==> config.mk <==
export PLATFORM = sky130hd
export DESIGN_NAME = uart_rx_ctrl
export DESIGN_NICKNAME = d
export VERILOG_FILES = /design/src/rtl/uart_rx_pkg.sv /design/src/rtl/uart_edge_bit_counter.sv /design/src/rtl/uart_rx_ctrl.sv
export SDC_FILE = /design/constraint.sdc
export NUM_CORES = 1
export LEC_CHECK = 0
export BUFFER_PORTS_ARGS = -buffer_cell sky130_fd_sc_hd__buf_4
export CORE_UTILIZATION = 53
export CTS_CLUSTER_DIAMETER = 30
export DETAILED_ROUTE_END_ITERATION = 7
export PLACE_DENSITY = 0.77
export SETUP_SLACK_MARGIN = 0.15
export SLEW_MARGIN = 10
export SYNTH_ARGS = -nofsm -noshare
export SYNTH_HDL_FRONTEND = slang
export SYNTH_SLANG_ARGS = --single-unit
==> constraint.sdc <==
create_clock -name clk -period 3 [get_ports clk]
set_clock_uncertainty 0.2 [all_clocks]
set_input_delay 0.45 -clock clk [delete_from_list [all_inputs] [get_ports clk]]
set_output_delay 0.45 -clock clk [all_outputs]
set_load 0.05 [all_outputs]
==> src/rtl/uart_rx_pkg.sv <==
// Shared types and constants for the UART receive frame controller.
package uart_rx_pkg;

  localparam int unsigned UART_DATA_W       = 8;
  localparam int unsigned UART_PRESCALE_W   = 6;
  localparam int unsigned PRESCALE_MIN      = 4;
  localparam int unsigned PRESCALE_FALLBACK = 8;

  typedef enum logic [2:0] {
    IDLE   = 3'd0,
    START  = 3'd1,
    DATA   = 3'd2,
    PARITY = 3'd3,
    STOP   = 3'd4
  } rx_state_e;

endpackage

==> src/rtl/uart_edge_bit_counter.sv <==
// Oversample edge counter and data-bit counter for the UART receive path.
module uart_edge_bit_counter
  import uart_rx_pkg::*;
#(
  parameter int unsigned PRESCALE_W = UART_PRESCALE_W,
  parameter int unsigned BIT_W      = 3
) (
  input  logic                  clk,
  input  logic                  rst,
  input  logic                  en,
  input  logic [PRESCALE_W-1:0] prescale,
  input  logic                  clr,
  input  logic                  cnt_bit,
  output logic [PRESCALE_W-1:0] edge_cnt,
  output logic                  last_edge,
  output logic [BIT_W-1:0]      bit_cnt
);

  assign last_edge = en && (edge_cnt == prescale - PRESCALE_W'(1));

  always_ff @(posedge clk or negedge rst) begin
    if (!rst) begin
      edge_cnt <= '0;
      bit_cnt  <= '0;
    end else begin
      if (!en || clr || last_edge) edge_cnt <= '0;
      else                         edge_cnt <= edge_cnt + PRESCALE_W'(1);

      if (!en || clr)   bit_cnt <= '0;
      else if (cnt_bit) bit_cnt <= bit_cnt + BIT_W'(1);
    end
  end

endmodule

==> src/rtl/uart_rx_ctrl.sv <==
// UART receive frame controller: sequences start, data, parity and stop bits
// and strobes the deserializer and bit checkers on the last oversample edge.
module uart_rx_ctrl
  import uart_rx_pkg::*;
#(
  parameter int unsigned DATA_W     = UART_DATA_W,
  parameter int unsigned PRESCALE_W = UART_PRESCALE_W
) (
  input  logic                  clk,
  input  logic                  rst,
  input  logic                  RX_IN,
  input  logic [PRESCALE_W-1:0] Prescale,
  input  logic                  PAR_EN,
  input  logic                  strt_glitch,
  input  logic                  par_err,
  input  logic                  stp_err,
  output logic [PRESCALE_W-1:0] edge_cnt,
  output logic                  dat_samp_en,
  output logic                  new_op_flag,
  output logic                  deser_en,
  output logic                  strt_chk_en,
  output logic                  par_chk_en,
  output logic                  stp_chk_en,
  output logic                  data_valid,
  output logic                  par_err_flag,
  output logic                  frm_err_flag,
  output logic                  busy
);

  localparam int unsigned BIT_W = (DATA_W > 1) ? $clog2(DATA_W) : 1;

  rx_state_e             state;
  logic [PRESCALE_W-1:0] p_lat;
  logic                  pe;
  logic                  last_edge;
  logic                  last_bit;
  logic                  state_exit;
  logic [BIT_W-1:0]      bit_cnt;

  assign busy        = (state != IDLE);
  assign dat_samp_en = busy;

  uart_edge_bit_counter #(
    .PRESCALE_W (PRESCALE_W),
    .BIT_W      (BIT_W)
  ) u_cnt (
    .clk       (clk),
    .rst       (rst),
    .en        (busy),
    .prescale  (p_lat),
    .clr       (state_exit),
    .cnt_bit   (deser_en),
    .edge_cnt  (edge_cnt),
    .last_edge (last_edge),
    .bit_cnt   (bit_cnt)
  );

  always_comb begin
    strt_chk_en = last_edge && (state == START);
    deser_en    = last_edge && (state == DATA);
    par_chk_en  = last_edge && (state == PARITY);
    stp_chk_en  = last_edge && (state == STOP);
    last_bit    = (bit_cnt == BIT_W'(DATA_W - 1));
    // every state transition out of a busy state happens on a last edge
    state_exit  = strt_chk_en || (deser_en && last_bit) || par_chk_en || stp_chk_en;
  end

  always_ff @(posedge clk or negedge rst) begin
    if (!rst) begin
      state        <= IDLE;
      p_lat        <= '0;
      pe           <= 1'b0;
      new_op_flag  <= 1'b0;
      data_valid   <= 1'b0;
      par_err_flag <= 1'b0;
      frm_err_flag <= 1'b0;
    end else begin
      new_op_flag  <= 1'b0;
      data_valid   <= 1'b0;
      par_err_flag <= 1'b0;
      frm_err_flag <= 1'b0;
      case (state)
        IDLE: begin
          if (!RX_IN) begin
            state       <= START;
            pe          <= PAR_EN;
            new_op_flag <= 1'b1;
            if (Prescale < PRESCALE_W'(PRESCALE_MIN)) p_lat <= PRESCALE_W'(PRESCALE_FALLBACK);
            else                                      p_lat <= Prescale;
          end
        end
        START: begin
          if (strt_chk_en) state <= strt_glitch ? IDLE : DATA;
        end
        DATA: begin
          if (deser_en && last_bit) state <= pe ? PARITY : STOP;
        end
        PARITY: begin
          if (par_chk_en) begin
            if (par_err) begin
              state        <= IDLE;
              par_err_flag <= 1'b1;
            end else begin
              state <= STOP;
            end
          end
        end
        STOP: begin
          if (stp_chk_en) begin
            state <= IDLE;
            if (stp_err) frm_err_flag <= 1'b1;
            else         data_valid   <= 1'b1;
          end
        end
        default: state <= IDLE;
      endcase
    end
  end

endmodule
==> impl_metrics.json <==
{
  "synth_cells": 132,
  "post_dp_cell_area_sq_um": 1610,
  "place_ws_ns": 0.1623,
  "critPathSlowestCell": "or4_4",
  "ir_drop_mv": 1.004,
  "cts_buffer_depth": 2,
  "worst_slew_pin_slew_ns": 0.8270,
  "worst_r2r_endpoint": "p_lat[2]$_DFFE_PN0P_",
  "first_iter_violations": 38,
  "end_kind": "primary output",
  "place.gp.congestion": 0.8027,
  "syn_area_sq_um": 1355,
  "arrival_ns": 2.31,
  "met2_usage_pct": 56.12,
  "path_delay_family": "simple AND/OR/NAND/NOR gates",
  "wl_per_cell_um": 17.71,
  "synth.top_cell.area_share_pct": 42.47,
  "tns_ns": 0,
  "regToRegSetupSlack_ns": 0.32,
  "utilization_pct": 80.25,
  "yosys-top-cells-area": "dfrtp_1 42%, nor3_1 4.8%, xnor2_1 4.5%",
  "nNetsFinal": 195,
  "hp-class": "input pin to flop",
  "holdWs_ns": 0.07904,
  "synth_seq_cells": 23,
  "core_sq_um": 2318,
  "firstDrtPassIters": 5,
  "leakage_nw": 0.8078,
  "io_pins": 29,
  "overflow": 0,
  "min-delay-start": "stp_err",
  "clock-sinks": 23,
  "grtUsageMet3_pct": 2.609,
  "async_flop_share_pct": 100.0,
  "ys_warn_count": 0,
  "slowest_delay_ns": 0.54,
  "synth_edf_count": 0,
  "clkTransAtPathRegs_ns": 0.13,
  "rsz0062_at_grt": "yes",
  "drv_cap": 0,
  "start_util_pct": 58.45,
  "crit_type": "flop to primary output",
  "cts_tree": "built",
  "dp_cells": 186,
  "die_w_um": 52.57,
  "syn-num-nets": 149,
  "track_usage_pct": 29.64,
  "timing.rr.start": "state[1]$_DFFE_PN0P_",
  "powerDensity_nw_per_um2": 1105,
  "grt_pass1_wl_mm": 5.878,
  "layout_commonest_cell": "buf_4",
  "ys_seq_area_share_pct": 42.47,
  "layout-drive-gt1-share_pct": 44.63,
  "min_to": "data_valid$_DFF_PN0_",
  "synth_area_per_cell_sq_um": 10.27,
  "via_per_inst": 6.093,
  "final_cells": 205,
  "io_buffers": 28,
  "antenna_left": 0,
  "outcome": "finished clean",
  "finalWorstSetupSlack_ns": 0.03688,
  "cpMostUsedCell": "buf_6",
  "die_area_sq_um": 2763,
  "hpwlAfterDp_mm": 2.268,
  "relSlewSlack_pct": 44.66,
  "grt_use_met1_pct": 32.96,
  "worstSetupStartpointType": "flop",
  "via_count": 1249,
  "die_y_um": 52.57,
  "path_cells": "buf_6 -> or4_4 -> nor3_4 -> o211a_4 -> nand3_4 -> nor3b_2 -> buf_6",
  "whs_path_depth": 2,
  "worstPathRequired_ns": 2.35,
  "synth_cell_types": 42,
  "antenna_found_initial": 0,
  "drv_slew": 0,
  "grt_max_degree": 24,
  "finalSetupViolCount": 0,
  "fin_crit_sh_pct": 98.77,
  "antennaDiodeCount": 0,
  "area_delta_synth_final_pct": 37.30,
  "grt_pass1_vias": 1303,
  "cts_buffers": 3,
  "yosys.area.top_type": "dfrtp_1",
  "layout.cells.most_common_list": "38 x buf_4, 23 x dfrtp_1, 11 x nor3_1",
  "placementRows": 17,
  "path_max_fanout": 3,
  "htree_levels": 1,
  "p_total_mw": 2.057,
  "layout_min_cycle_time_ns": 2.963,
  "final_cell_area_sq_um": 1861,
  "ys.flop_type": "dfrtp_1",
  "drc": 0,
  "path_buf_inv": 2,
  "cts_root_buffer": "clkbuf_4",
  "fmax_mhz": 337.5,
  "routed_wl_mm": 3.630,
  "clock_latency_ns": 0.33,
  "final_hold_viol_count": 0,
  "fillerInstances": 149,
  "grt_busiest_layer": "met2",
  "ff2ff_path_depth": 5
}
## sequential cells by signal, indices dropped and copies added (netlist names)
name            cells
par_err_flag        1
p_lat               6
data_valid          1
u_cnt.bit_cnt       3
frm_err_flag        1
pe                  1
new_op_flag         1
u_cnt.edge_cnt      6
state               3
## area by class of cell
| type | count | area (sq um) | area share, % |
|---|---|---|---|
| Clock inverter | 1 | 5.005 | 0.2690 |
| Timing Repair Buffer | 47 | 385.4 | 20.71 |
| Multi-Input combinational cell | 97 | 814.5 | 43.78 |
| Clock buffer | 3 | 22.52 | 1.210 |
| Sequential cell | 23 | 575.6 | 30.93 |
| Tap cell | 28 | 35.03 | 1.883 |
| Inverter | 6 | 22.52 | 1.210 |
## how the worst max path moves through the flow
| stage | startpoint | endpoint | cells past startpoint |
|---|---|---|---|
| finish | p_lat[0]$_DFFE_PN0P_ | deser_en | 7 |
| global placement | p_lat[0]$_DFFE_PN0P_ | deser_en | 8 |
| global route | p_lat[0]$_DFFE_PN0P_ | deser_en | 7 |
| detailed placement | p_lat[0]$_DFFE_PN0P_ | deser_en | 8 |
| floorplan | p_lat[0]$_DFFE_PN0P_ | strt_chk_en | 7 |
| CTS | p_lat[0]$_DFFE_PN0P_ | par_chk_en | 8 |
## synthesized netlist by cell type (2+ instances only)
| cell | instances |
|---|---|
| and3_1 | 2 |
| o211ai_1 | 3 |
| a31oi_1 | 2 |
| inv_1 | 6 |
| nor2b_1 | 5 |
| a211oi_2 | 2 |
| nand2_1 | 4 |
| o21ai_0 | 4 |
| nand3_1 | 8 |
| xnor2_1 | 7 |
| xor2_1 | 3 |
| nor2_1 | 8 |
| o311ai_0 | 3 |
| nand2b_1 | 2 |
| mux2_2 | 4 |
| clkbuf_1 | 3 |
| nor3b_1 | 3 |
| dfrtp_1 | 23 |
| ha_1 | 4 |
| nor3_1 | 13 |
| or2_2 | 2 |
## power by group
group | switching, mW | internal [mW]
registers | 0.148 | 0.406
logic | 0.731 | 0.619
clock network | 0.103 | 0.0500
total | 0.981 | 1.08
## worst register-to-register path, cell delays in order (launching register included)
cell     delay (ns)
dfrtp_1        0.52
nor3_1         0.46
buf_4          0.23
inv_1          0.09
nor2_1         0.64
mux2_2         0.43
## routing by layer
metal | vias to the layer above | part of all wire (%)
met2 | 63 | 53
met1 | 612 | 40
met5 | - | 0
li1 | 565 | -
met4 | 0 | 1.8
met3 | 9 | 5.2
## repair_timing
action	CTS	global route
hold endpoints to repair	23	0
pin swaps	10	8
setup endpoints to repair	4	4
gates resized for setup	15	9
setup buffers	9	5
hold buffers	1	0
## kinds of logic (layout without fill, tap and decap cells)
| kind of cell | after synthesis | count (layout) | synth area share, % |
|---|---|---|---|
| XOR/XNOR | 10 | 10 | 6.464 |
| flip-flops | 23 | 23 | 42.47 |
| AND/OR/NAND/NOR | 57 | 57 | 24.65 |
| AO/OA/AOI/OAI | 22 | 22 | 15.70 |
| adder cells (fa/ha/maj) | 4 | 4 | 3.694 |
| buffers and inverters | 12 | 57 | 3.693 |
| multiplexers | 4 | 4 | 3.324 |
(Power assumes the default switching activity.)
